--- config.mk ---
export PLATFORM = sky130hd
export DESIGN_NAME = cpu_controller
export DESIGN_NICKNAME = d
export VERILOG_FILES = /design/src/rtl/cpu_controller.sv
export SDC_FILE = /design/constraint.sdc
export NUM_CORES = 1
export LEC_CHECK = 0
export ABC_AREA = 1
export BUFFER_PORTS_ARGS = -buffer_cell sky130_fd_sc_hd__buf_2
export CAP_MARGIN = 15
export CORE_AREA = 3 3 128 130
export CTS_CLUSTER_SIZE = 10
export DETAILED_ROUTE_END_ITERATION = 8
export DIE_AREA = 0 0 131 133
export MAX_ROUTING_LAYER = met4
export PLACE_DENSITY = 0.85
export SKIP_LAST_GASP = 1
export SYNTH_ARGS = -nofsm -noshare
export SYNTH_HDL_FRONTEND = slang
export SYNTH_SLANG_ARGS = --single-unit
--- constraint.sdc ---
create_clock -name clk -period 3.85 [get_ports clk]
set_input_delay 0.385 -clock clk [delete_from_list [all_inputs] [get_ports clk]]
set_output_delay 0.385 -clock clk [all_outputs]
set_load 0.005 [all_outputs]
--- src/rtl/cpu_controller.sv ---
// cpu_controller: multi-cycle instruction sequencer.
// Walks IDLE -> FETCH -> DECODE -> EXEC -> (WB) -> FETCH and owns the
// program counter, the instruction register, the retired-instruction count
// and a sticky fault code. HALT is terminal until reset.
module cpu_controller #(
    parameter logic [31:0] RESET_PC      = 32'h0000_0000,
    parameter int          FETCH_TIMEOUT = 16
) (
    input  logic        clk,
    input  logic        rst,
    input  logic        start,
    output logic        imem_req,
    output logic [31:0] imem_addr,
    input  logic        imem_ready,
    input  logic [31:0] imem_rdata,
    output logic [31:0] ir,
    input  logic        is_branch,
    input  logic        is_jump,
    input  logic [31:0] imm,
    input  logic        alu_zero,
    output logic        rf_we,
    output logic [31:0] pc,
    output logic [2:0]  state,
    output logic        halted,
    output logic [1:0]  fault,
    output logic [31:0] retired
);

    localparam logic [2:0] S_IDLE   = 3'd0;
    localparam logic [2:0] S_FETCH  = 3'd1;
    localparam logic [2:0] S_DECODE = 3'd2;
    localparam logic [2:0] S_EXEC   = 3'd3;
    localparam logic [2:0] S_WB     = 3'd4;
    localparam logic [2:0] S_HALT   = 3'd5;

    localparam logic [1:0] FAULT_NONE    = 2'd0;
    localparam logic [1:0] FAULT_ILLEGAL = 2'd1;
    localparam logic [1:0] FAULT_TIMEOUT = 2'd2;

    // Highest opcode the datapath implements.
    localparam logic [5:0] OPCODE_MAX = 6'd6;

    // Wait count seen in the last FETCH cycle allowed before timing out.
    localparam logic [7:0] WAIT_LAST = 8'(FETCH_TIMEOUT - 1);

    // Wait cycles spent in the current FETCH.
    logic [7:0] wait_cnt;
    // Cleared by reset and set on the first clock edge afterwards, so a start
    // pulse that overlaps reset release cannot launch execution.
    logic       armed;

    // Status outputs are pure decodes of the current state.
    always_comb begin
        imem_req  = (state == S_FETCH);
        imem_addr = pc;
        rf_we     = (state == S_WB);
        halted    = (state == S_HALT);
    end

    // Sequencer: state transitions and all architectural register updates.
    // NOTE: every register here is written with <= so all of them update from
    // the same pre-edge values; a blocking = would let later lines see
    // half-updated state.
    always_ff @(posedge clk or posedge rst) begin
        if (rst) begin
            state    <= S_IDLE;
            pc       <= RESET_PC;
            ir       <= 32'h0000_0000;
            retired  <= 32'h0000_0000;
            fault    <= FAULT_NONE;
            wait_cnt <= 8'd0;
            armed    <= 1'b0;
        end else begin
            armed <= 1'b1;
            case (state)
                S_IDLE: begin
                    if (start && armed) begin
                        state    <= S_FETCH;
                        wait_cnt <= 8'd0;
                    end
                end
                S_FETCH: begin
                    if (imem_ready) begin
                        ir    <= imem_rdata;
                        state <= S_DECODE;
                    end else if (wait_cnt == WAIT_LAST) begin
                        state <= S_HALT;
                        if (fault == FAULT_NONE) fault <= FAULT_TIMEOUT;
                    end else begin
                        wait_cnt <= wait_cnt + 8'd1;
                    end
                end
                S_DECODE: begin
                    if (ir[31:26] <= OPCODE_MAX) begin
                        state <= S_EXEC;
                    end else begin
                        state <= S_HALT;
                        if (fault == FAULT_NONE) fault <= FAULT_ILLEGAL;
                    end
                end
                S_EXEC: begin
                    if (is_jump || is_branch) begin
                        if (is_jump)
                            pc <= {pc[31:28], ir[25:0], 2'b00};
                        else if (alu_zero)
                            pc <= pc + 32'd4 + (imm << 2);
                        else
                            pc <= pc + 32'd4;
                        retired  <= retired + 32'd1;
                        state    <= S_FETCH;
                        wait_cnt <= 8'd0;
                    end else begin
                        state <= S_WB;
                    end
                end
                S_WB: begin
                    pc       <= pc + 32'd4;
                    retired  <= retired + 32'd1;
                    state    <= S_FETCH;
                    wait_cnt <= 8'd0;
                end
                S_HALT: begin
                    state <= S_HALT;
                end
                default: begin
                    // Codes 6 and 7 are never entered legitimately.
                    state <= S_HALT;
                    if (fault == FAULT_NONE) fault <= FAULT_ILLEGAL;
                end
            endcase
        end
    end

endmodule
# Yosys cells after proc, flatten, opt, wreduce, memory -nomap -nowiden
# Index checks and enable logic that the tools add are counted.
word_totals:
  ff_bits: 110
  latchBits: 0
  ram_bits: 0
  mem_bits_ro: 0
  input_bits: 71
  out_inout_bits: 136
  wordCells: 65
  memories: 0
op_classes:
  addsub: 4
  n_mul: 0
  div: 0
  order_cmp: 1
  n_eq_ne: 15
  shifts: 0
  muxes: 23
  n_bitwise: 1
  reduce_logical: 13
ops:
  columns: ["cell", "count"]
  rows:
  - ["$mux 32", 4]
  - ["$pmux 32 s2", 2]
  - ["$add 32x1->32 const B", 1]
  - ["$add 32x3->32 const B", 1]
  - ["$add 32x32->32", 1]
  - ["$mux 8", 4]
  - ["$pmux 8 s4", 1]
  - ["$mux 3", 5]
  - ["$pmux 3 s5", 1]
  - ["$ne 2x2->1 const B", 6]
  - ["$mux 2", 5]
  - ["$reduce_and 5->1", 2]
  - ["$add 8x1->8 const B", 1]
  - ["$eq 8x4->1 const B", 1]
  - ["$eq 3x2->1 const B", 2]
  - ["$eq 3x3->1 const B", 2]
  - ["$le 6x3->1 const B", 1]
  - ["$pmux 2 s3", 1]
  - ["$reduce_and 2->1", 3]
  - ["$ne 2x1->1 const B", 2]
  - ["$reduce_bool 4->1", 1]
  - ["$reduce_or 4->1", 1]
  - ["$eq 3x1->1 const B", 1]
  - ["$logic_not 3->1", 1]
  - ["other kinds (7)", 7]

# Depth between registers and ports, before layout
# Gate-level depths: netlist of run 1.
logic_depth:
  ltp_word: 6
  depth_mapped: 26
  depth_no_buf: 26

# Worst setup path before layout of run 1
# No wires, ideal clock.
synth_timing:
  path_type: "register to register"
  startpoint: "register pc[2] (netlist: imem_addr[2])"
  endpoint: "register pc[31] (netlist: imem_addr[31])"
  setup_time_ns: 0.117
  t_arrival_ns: 2.789
  required_ns: 3.733
  slack_ns: 0.944
  stages_incl_launch_ff: 23
  n_path_buf: 0
  period_less_slack_ns: 2.906
  cell_sequence: "dfrtp_1 ha_1 nand2_1 nor2_1 nand2_1 nor2_1 nand2_1 inv_1 nand2_1 xor2_1 inv_1 ha_1 a21o_1 nor2_1 nand2_1 a21oi_1 nand2_1 nand2_1 nand3_1 nand2_1 nand3_1 nand2_1 nand2_1"
synth_between:
  elab_chain_len: 6
synth_rtl:
  columns: ["element", "line_no", "source"]
  rows:
  - ["from (decl)", "22", "output logic [31:0] pc,"]
  - ["from (signal assigned)", "104", "pc <= {pc[31:28], ir[25:0], 2'b00};"]
  - ["from (signal assigned)", "106", "pc <= pc + 32'd4 + (imm << 2);"]
  - ["from (signal assigned)", "108", "pc <= pc + 32'd4;"]
  - ["$add 32x3->32 *", "106, 108, 117", null]
  - ["$add 32x32->32", "106", null]
  - ["$mux 32", "105", "else if (alu_zero)"]
  - ["$mux 32", "103", "if (is_jump)"]
  - ["$mux 32", "102", "if (is_jump || is_branch) begin"]
  - ["$pmux 32 s2 *", "75", "case (state)"]
# Mark *: on every way between the ends. The rest lies on a longest branch, timed or not. The select of a mux whose other input is x is not followed.
# A chain may end at the register's enable or synchronous reset.

# Worst setup path in the final report of run 1
layout_timing:
  startpoint: "register pc[3] (netlist: imem_addr[3])"
  endpoint: "register pc[20] (netlist: imem_addr[20])"
# Same word-level chain as after synthesis.

==> out/results.tsv, run 1 <==
metric	value	unit
status	complete, no violations	
Distinct cells, synth	48	
hold_buf cts	0	
period utilization	0.9499	
Hold/Removal Path Class	in2async	
commonest non-fill, non-tap cell in the layout	nand2_1	
worst r2r src	imem_addr[3]	
Setup TNS	0	ps
DP Wirelength	19470	um
final setup violation count	0	
final instance area	9651	sq um
Crit path required time	4090	ps
CTS Buf Count	9	
# H-tree levels	3	
Via density	5.357	
Starting Density	0.5488	
count of yosys warnings during synthesis	0	
dominant synthesized flop cell	dfrtp_1	
setup repair after global routing missed its margin	no	
Worst Setup Start Kind	flip-flop	
f_max	0.2734	GHz
Worst Tran Pin Value	930.2	ps
chip width	131	um
Worst Path Arrival	3900	ps
FF-to-FF path depth	16	
Post-Synthesis Cells	1258	
grt total ovfl	0	
final hold viol count	0	
total track usage	0.2863	
die area	17420	sq um
clock buffer depth	2	
worst-path fanout max	6	
DRC viols	0	
Layout Area Growth over Synthesis	15.24	%
R2R Setup Slk	190	ps
Port Buffer Count	200	
I/O pin cnt	207	
CP startpoint	imem_addr[3]	
Synth Cell Area	8374	sq um
Routed WL	24810	um
max-cap violations	0	
Peak VDD IR	0.5578	mV
Reg area	2703	sq um
Clock Skew	8.893	ps
critical path class	reg2reg	
Avg WL per Cell	15.20	um
Multi-input gate area	4742	sq um
post-layout min period	3657	ps
power per standard cell area	708.7	nW/um^2
clock root buffer	clkbuf_16	
clock latency at the later pin of the worst-skew pair	350	ps
Post-synth EDFFs	0	
Crit. End Element	flip-flop	
asr flop ratio synth	1.000	
clock sinks	108	
GP Congestion	0.9374	
Initial DRC Count	824	
via count	8742	
fraction of layout cells with a size suffix above 1	0.1738	
core area	15260	sq um
# nets final	1528	
pin count of the biggest net entering global routing	50	
via count of the first global-routing pass	7801	
Final Max Slew Viols	0	
most frequent cells in the layout	nand2_1, buf_2, inv_1, dfrtp_1, nor2_1	
Placed Area	9333	sq um
Antenna Nets Post-Route	0	
post-synthesis sequential area ratio	0.3227	
Clock transition at path regs	70	ps
Layout fillers	1408	
number of antenna diodes	0	
Max transition margin	0.3792	
initial antenna violation count	0	
flops & latches, synth	108	
Pre-antenna DRT Iters	6	
Chip Height	133	um
leakage	5.334	nW
Core Rows	45	
post-synthesis area per instance	6.657	sq um
first-pass GRT wire length	38800	um
TritonCTS clock tree	built	
-- metal layers --
layer,up-vias,wire length (um),track usage
met1,3936,10720,0.4102
met2,467,11040,0.4244
met4,0,681,0.08457
met3,55,2360,0.03633
met5,-,0,-
li1,4284,-,-
-- Yosys cell counts, types with 2 or more instances --
library cell | count | share of area
a21o_1 | 3 | 0.0027
a21oi_1 | 70 | 0.042
a31oi_1 | 3 | 0.0022
a41oi_1 | 4 | 0.0042
and2_1 | 2 | 0.0015
and3_1 | 2 | 0.0015
buf_1 | 2 | 0.00090
buf_4 | 34 | 0.030
clkbuf_1 | 22 | 0.0099
conb_1 | 2 | 0.00090
dfrtp_1 | 108 | 0.32
ha_1 | 39 | 0.058
inv_1 | 156 | 0.070
inv_2 | 4 | 0.0018
nand2_1 | 412 | 0.18
nand2_2 | 3 | 0.0022
nand3_1 | 74 | 0.044
nand3_2 | 2 | 0.0024
nand4_1 | 23 | 0.017
nor2_1 | 102 | 0.046
nor2_2 | 5 | 0.0037
nor2_4 | 3 | 0.0040
nor3_1 | 35 | 0.021
nor3b_1 | 3 | 0.0027
nor4_1 | 4 | 0.0030
o21ai_0 | 56 | 0.033
o21bai_1 | 4 | 0.0036
o22ai_1 | 2 | 0.0015
or2_2 | 2 | 0.0015
xnor2_1 | 15 | 0.016
xor2_1 | 45 | 0.047
-- metrics by stage --
stage          instances    util  hold slack (ps)  setup slack, ps  power [mW]
3_5_place_dp        1617  0.6116            477.1            387.9       5.790
3_3_place_gp        1617  0.6116            464.3            493.5       5.692
2_1_floorplan       1261       -            451.7            619.4       4.616
5_1_grt             1632  0.6325            172.5            6.939       7.404
4_1_cts             1632  0.6315            141.3            309.4       6.763
6_report            1632  0.6325            104.7            192.7       6.839
-- final timing paths --
kind / endpoint
max in group asynchronous: imem_addr[16]
hold reg to reg: fault[0]
setup / recovery: imem_addr[20]
setup reg to reg: imem_addr[20]
min in group clk: ir[9]
hold / removal: retired[28]
-- power by group --
| group | switching (mW) | total, mW | internal, mW |
|---|---|---|---|
| logic | 2.45 | 3.86 | 1.41 |
| registers | 0.518 | 2.03 | 1.51 |
| clock network | 0.413 | 0.951 | 0.538 |
-- kinds of logic after synthesis --
kind of cell	after synthesis	share of synthesized area
compound gates	153	0.1001
xor+xnor	60	0.06275
fa+ha+maj	40	0.06066
buf+inv	220	0.1141
flops	108	0.3227
other cells	2	0.0008968
simple gates	675	0.3387
-- critical path, cell delays in order, from the launching register on --
cell	delay [ps]
dfrtp_1	450
nand3_1	190
nor2_1	130
nand2_1	150
nor2_1	390
nand2_1	130
xor2_1	300
inv_1	130
ha_1	310
a21oi_1	200
o21ai_0	140
a21oi_1	270
a21oi_1	150
o21ai_0	360
nand2_1	120
nand2_1	90
nand2_1	50
-- cell type report --
type	instances	area share
clock buffers	12	0.02658
clock inverters	3	0.004797
inverters	161	0.06301
multi-input cells	933	0.4914
flip-flops and latches	108	0.2800
well taps	211	0.02736
repair buffers	204	0.1068
-- flip-flops by register name (all words and copies together) (netlist names) --
register   flops
retired       32
ir            32
state          3
fault          2
armed          1
imem_addr     30
wait_cnt       8
-- repair_timing --
item | in CTS | in global routing
setup endpoints to repair | 0 | 5
resized for setup | 0 | 3
buffers inserted | 0 | 0
Power figures use the tool's default switching activity.
==> run 2: changes to the inputs <==
--- a/config.mk
+++ b/config.mk
@@ -8,12 +8,12 @@
 export ABC_AREA = 1
 export BUFFER_PORTS_ARGS = -buffer_cell sky130_fd_sc_hd__buf_2
 export CAP_MARGIN = 15
-export CORE_AREA = 3 3 128 130
+export CORE_AREA = 3 3 124 126
 export CTS_CLUSTER_SIZE = 10
 export DETAILED_ROUTE_END_ITERATION = 8
-export DIE_AREA = 0 0 131 133
+export DIE_AREA = 0 0 127 129
 export MAX_ROUTING_LAYER = met4
-export PLACE_DENSITY = 0.85
+export PLACE_DENSITY = 0.89
 export SKIP_LAST_GASP = 1
 export SYNTH_ARGS = -nofsm -noshare
 export SYNTH_HDL_FRONTEND = slang
==> constraint.sdc (replaced) <==
create_clock -name clk -period 4.3 [get_ports clk]
set_input_delay 0.86 -clock clk [delete_from_list [all_inputs] [get_ports clk]]
set_output_delay 0.86 -clock clk [all_outputs]
set_load 0.005 [all_outputs]
==> run 2 against run 1 <==
  * Final cell count decreased by 1.5%
  * Flip-flop and latch count unchanged
  * Clock power decreased by 5.7%
  * Combinational power decreased by 8.8%
  * Die area decreased by 6.0%
  * Clock-buffer cell count decreased by 1
  * Critical endpoint is now imem_addr[24]
  * Register-to-register slack improved by 340 ps
  * Hold slack improved by 390 ps
  * Sequential power decreased by 10%
  * Maximum frequency decreased by 2.8%
  * Worst setup slack improved by 340 ps
  * Clock skew increased by 4.3 ps
  * Highest routed layer unchanged
==> out/results.tsv, run 2 (synthesized netlist as in run 1, its figures left out) <==
metric	value	unit
Initial DRC Count	964	
pin count of the biggest net entering global routing	87	
cell family with most CP delay	simple AND/OR/NAND/NOR gates	
Via density	5.554	
worst-path fanout max	6	
final instance area	9637	sq um
via count	8925	
Worst Tran Pin Value	791.3	ps
Slowest cell on crit path	dfrtp_1	
clock sinks	108	
Pre-antenna DRT Iters	8	
Avg WL per Cell	16.05	um
Hold Path Depth	1	
crit path cell chain	ha_1 > nand2_1 > nor2_1 > nand2_1 > nor2_1 > nand2_1 > inv_1 > nand2_1 > xor2_1 > inv_1 > ha_1 > nand2_1 > nor3_1 > nand3_1 > nand4_1 > nand3_1 > nand3_1 > nand2_1 > nand2_1 > nand2_1	
Max transition margin	0.4725	
chip width	127	um
Finished Core Util	0.6681	
setup repair after global routing missed its margin	no	
Worst Setup Start Kind	flip-flop	
cts repair resizes	0	
critical path class	reg2reg	
I/O pin cnt	207	
clock buffer depth	2	
Starting Density	0.5806	
TritonCTS clock tree	built	
first-pass GRT wire length	41470	um
Hold Path End	retired[9]	
Peak VDD IR	0.4553	mV
core area	14420	sq um
grt total ovfl	0	
Final Max Slew Viols	0	
DP Wirelength	19710	um
Crit path top cell by count	nand2_1	
most frequent cells in the layout	nand2_1, buf_2, inv_1, dfrtp_1, nor2_1	
fraction of layout cells with a size suffix above 1	0.1722	
# H-tree levels	3	
via count of the first global-routing pass	8309	
final hold viol count	0	
post-CTS setup repair buffer count	0	
Layout fillers	1287	
die area	16380	sq um
Max stage delay on crit path	490	ps
R2R Setup Slk	540	ps
Clock transition at path regs	80	ps
clock latency at the later pin of the worst-skew pair	360	ps
Layout Area Growth over Synthesis	15.08	%
number of antenna diodes	0	
CTS Buf Count	9	
worst r2r src	imem_addr[2]	
FF-to-FF path depth	20	
hold_buf cts	0	
Routed WL	25790	um
total track usage	0.3234	
Core Rows	44	
Placed Area	9299	sq um
commonest non-fill, non-tap cell in the layout	nand2_1	
clock root buffer	clkbuf_16	
Antenna Nets Post-Route	0	
DRC viols	0	
Setup TNS	0	ps
Port Buffer Count	200	
power per standard cell area	647.1	nW/um^2
Clock Skew	13.20	ps
f_max	0.2657	GHz
status	complete, no violations	
final setup margin	536.8	ps
min-delay src	retired[9]	
worst r2r dst	imem_addr[24]	
final setup violation count	0	
period utilization	0.8752	
pre-CTS setup slack	725.8	ps
max-cap violations	0	
leakage	5.347	nW
Hold/Removal Path Class	reg2reg	
post-layout min period	3763	ps
Crit. End Element	flip-flop	
worst path buffer plus inverter count	2	
GP Congestion	1.008	
initial antenna violation count	0	
Crit path required time	4540	ps
# nets final	1529	
Worst Path Arrival	4010	ps
Chip Height	129	um
[run 2: through the flow]
stage / hold WS [ps] / total power, mW / instances
2_1_floorplan: 451.7 / 4.133 / 1261
3_3_place_gp: 470.4 / 5.116 / 1590
3_5_place_dp: 480.7 / 5.227 / 1590
4_1_cts: 496.3 / 6.146 / 1606
5_1_grt: 529.3 / 6.765 / 1607
6_report: 498.7 / 6.236 / 1607
[run 2: how the worst max path moves through the flow]
stage | depth (start not counted) | endpoint | slack (ps) | startpoint
2_1_floorplan | 1 | armed | 590 | rst
3_3_place_gp | 20 | imem_addr[24] | 870 | imem_addr[2]
3_5_place_dp | 20 | imem_addr[24] | 730 | imem_addr[2]
4_1_cts | 20 | imem_addr[24] | 700 | imem_addr[2]
5_1_grt | 22 | imem_addr[31] | 340 | imem_addr[2]
6_report | 20 | imem_addr[24] | 540 | imem_addr[2]
[run 2: layer usage]
| layer | part of all wire | global-route usage | up-vias |
|---|---|---|---|
| li1 | - | - | 4312 |
| met1 | 0.41 | 0.4404 | 4055 |
| met2 | 0.45 | 0.4944 | 482 |
| met3 | 0.11 | 0.04691 | 76 |
| met4 | 0.033 | 0.1174 | 0 |
| met5 | 0 | - | - |
[run 2: layout make-up]
class	count	area [sq um]	area share
repair buffers	205	1051	0.1091
well taps	184	230.2	0.02389
multi-input cells	933	4727	0.4905
inverters	161	608.1	0.06310
flip-flops and latches	108	2703	0.2804
clock inverters	5	85.08	0.008829
clock buffers	11	232.7	0.02415
[run 2: report_power, final]
part / internal (mW) / total [mW] / switching (mW)
combinational: 1.27 / 3.52 / 2.25
clock: 0.515 / 0.897 / 0.382
sequential: 1.35 / 1.82 / 0.467
total: 3.14 / 6.24 / 3.10
==> run 3: changes to the inputs <==
--- a/config.mk
+++ b/config.mk
@@ -8,12 +8,13 @@
 export ABC_AREA = 1
 export BUFFER_PORTS_ARGS = -buffer_cell sky130_fd_sc_hd__buf_2
 export CAP_MARGIN = 15
-export CORE_AREA = 3 3 124 126
+export CORE_AREA = 3 3 123 125
+export CTS_BUF_LIST = sky130_fd_sc_hd__clkbuf_2 sky130_fd_sc_hd__clkbuf_4 sky130_fd_sc_hd__clkbuf_8
 export CTS_CLUSTER_SIZE = 10
 export DETAILED_ROUTE_END_ITERATION = 8
-export DIE_AREA = 0 0 127 129
+export DIE_AREA = 0 0 126 128
 export MAX_ROUTING_LAYER = met4
-export PLACE_DENSITY = 0.89
+export PLACE_DENSITY = 0.91
 export SKIP_LAST_GASP = 1
 export SYNTH_ARGS = -nofsm -noshare
 export SYNTH_HDL_FRONTEND = slang
==> run 3 against run 2 <==
  * Sequential share of layout area grew 0.28 points
  * Hold slack got worse by 1.7 ps
  * Final cell count is 0.19% lower
  * First-iteration DRC count fell by 14%
  * Via count is 0.94% lower
  * Die area down 1.6%
  * Non-clock buffer count up 1
  * Worst setup slack improved by 110 ps
  * Power fell by 3.3%
  * Flip-flop and latch count unchanged
==> out/results.tsv, run 3 (synthesized netlist as in run 1, its figures left out) <==
metric	value	unit
min-delay src	fault[0]	
Worst Setup Start Kind	flip-flop	
DP Wirelength	19780	um
Final Max Slew Viols	0	
Peak VDD IR	0.3961	mV
post-layout min period	3657	ps
Reg power frac	0.301	
met2 global-route usage	0.4801	
Clock Skew	18.71	ps
Setup TNS	0	ps
grt total ovfl	0	
hold_buf cts	0	
commonest non-fill, non-tap cell in the layout	nand2_1	
critical path class	reg2reg	
chip width	126	um
CP startpoint	imem_addr[3]	
CTS Buf Count	9	
Reg area	2703	sq um
worst-path fanout max	6	
via count of the first global-routing pass	8170	
FF-to-FF path depth	20	
clock share of power	0.120	
sw power	3.063	mW
clock root buffer	clkbuf_8	
clock sinks	108	
Via density	5.512	
GRT busiest layer	met2	
Max transition margin	0.3715	
total track usage	0.3208	
Worst Setup EP	imem_addr[26]	
f_max	0.2735	GHz
Initial DRC Count	826	
Port Buffer Count	200	
met1 Usage GRT	0.4393	
# nets final	1530	
final setup margin	643.2	ps
# H-tree levels	3	
R2R Setup Slk	640	ps
Clock transition at path regs	110	ps
WHS	497.0	ps
first-pass GRT wire length	40940	um
status	complete, no violations	
post-CTS setup repair buffer count	0	
I/O pin cnt	207	
Sw Ratio	0.5080	
leakage	5.315	nW
pre-CTS setup slack	849.4	ps
Routed WL	25440	um
number of antenna diodes	0	
Comb pwr share	0.579	
final setup violation count	0	
initial antenna violation count	0	
Crit. End Element	flip-flop	
Worst Tran Pin Value	942.8	ps
Multi-input gate area	4727	sq um
Layout Area Growth over Synthesis	13.92	%
fraction of layout cells with a size suffix above 1	0.1742	
Antenna Nets Post-Route	0	
DRC viols	0	
worst r2r src	imem_addr[3]	
Crit path required time	4580	ps
max-cap violations	0	
Worst Path Arrival	3940	ps
Hold/Removal Path Class	reg2reg	
die area	16130	sq um
Chip Height	128	um
via count	8841	
Layout fillers	1238	
core area	13990	sq um
worst r2r dst	imem_addr[26]	
final hold viol count	0	
Pre-antenna DRT Iters	6	
setup repair after global routing missed its margin	no	
GRT met3 Usage	0.06542	
Int Pwr	2.966	mW
Avg WL per Cell	15.86	um
Core Rows	43	
clock latency at the later pin of the worst-skew pair	390	ps
clock buffer depth	2	
period utilization	0.8504	
Power, Total	6.029	mW
pin count of the biggest net entering global routing	78	
most frequent cells in the layout	nand2_1, buf_2, inv_1, dfrtp_1, nor2_1	
TritonCTS clock tree	built	
power per standard cell area	631.9	nW/um^2
cts repair resizes	0	
GP Congestion	1.012	
Starting Density	0.5987	
run 3: cell types whose count changed in the layout (fill, tap and decap cells not counted), sizes merged:
cell	change
buf	+1
clkbuf	-1
clkinv	+1
inv	+1
clkinvlp	-1
run 3: layout make-up:
class	count	share of cell area
clock buffer	10	0.01443
tap	180	0.02361
inverter	161	0.06374
clock inverter	6	0.009836
sequential	108	0.2833
timing repair buffer	206	0.1096
multi-input combinational	933	0.4955
run 3: routing by layer:
layer | vias up | wire, um
li1 | 4283 | -
met4 | 0 | 779
met1 | 4050 | 10660
met3 | 60 | 2701
met2 | 448 | 11300
met5 | - | 0
run 3: critical path, cell delays in order, from the launching register on:
cell	delay (ps)
dfrtp_1	440
ha_1	210
nand2_1	60
nor2_1	200
nand2_1	130
nor2_1	200
nand2_1	130
inv_1	180
nand2_1	100
xor2_1	250
inv_1	130
ha_1	370
nand2_1	150
nor3_1	270
nand3_1	160
nand4_1	120
nand3_1	170
nand2_1	130
nand2_1	50
nand2_1	50
nand2_1	50
run 3: metrics by stage:
step / instance area (sq um) / cells / utilization
detailed placement: 9309 / 1588 / 0.6655
CTS: 9540 / 1604 / 0.6820
finish: 9540 / 1604 / 0.6820
global placement: 9309 / 1588 / 0.6655
floorplan: 8386 / 1261 / -
global route: 9540 / 1604 / 0.6820
run 3: power groups by stage:
stage               combinational (mW)  sequential, mW  clock [mW]
finish                            3.49            1.81       0.726
global route                      3.94            1.86       0.770
CTS                               3.43            1.79       0.723
detailed placement                3.41            1.81           0
global placement                  3.32            1.80           0
floorplan                         2.41            1.72           0
run 3: worst min-delay path by stage:
stage                             end  cells after the start
after global routing      retired[28]                      1
after global placement    wait_cnt[7]                      2
after detailed placement  wait_cnt[7]                      2
after CTS                 retired[30]                      1
final                        fault[0]                      2
after floorplan           wait_cnt[7]                      2
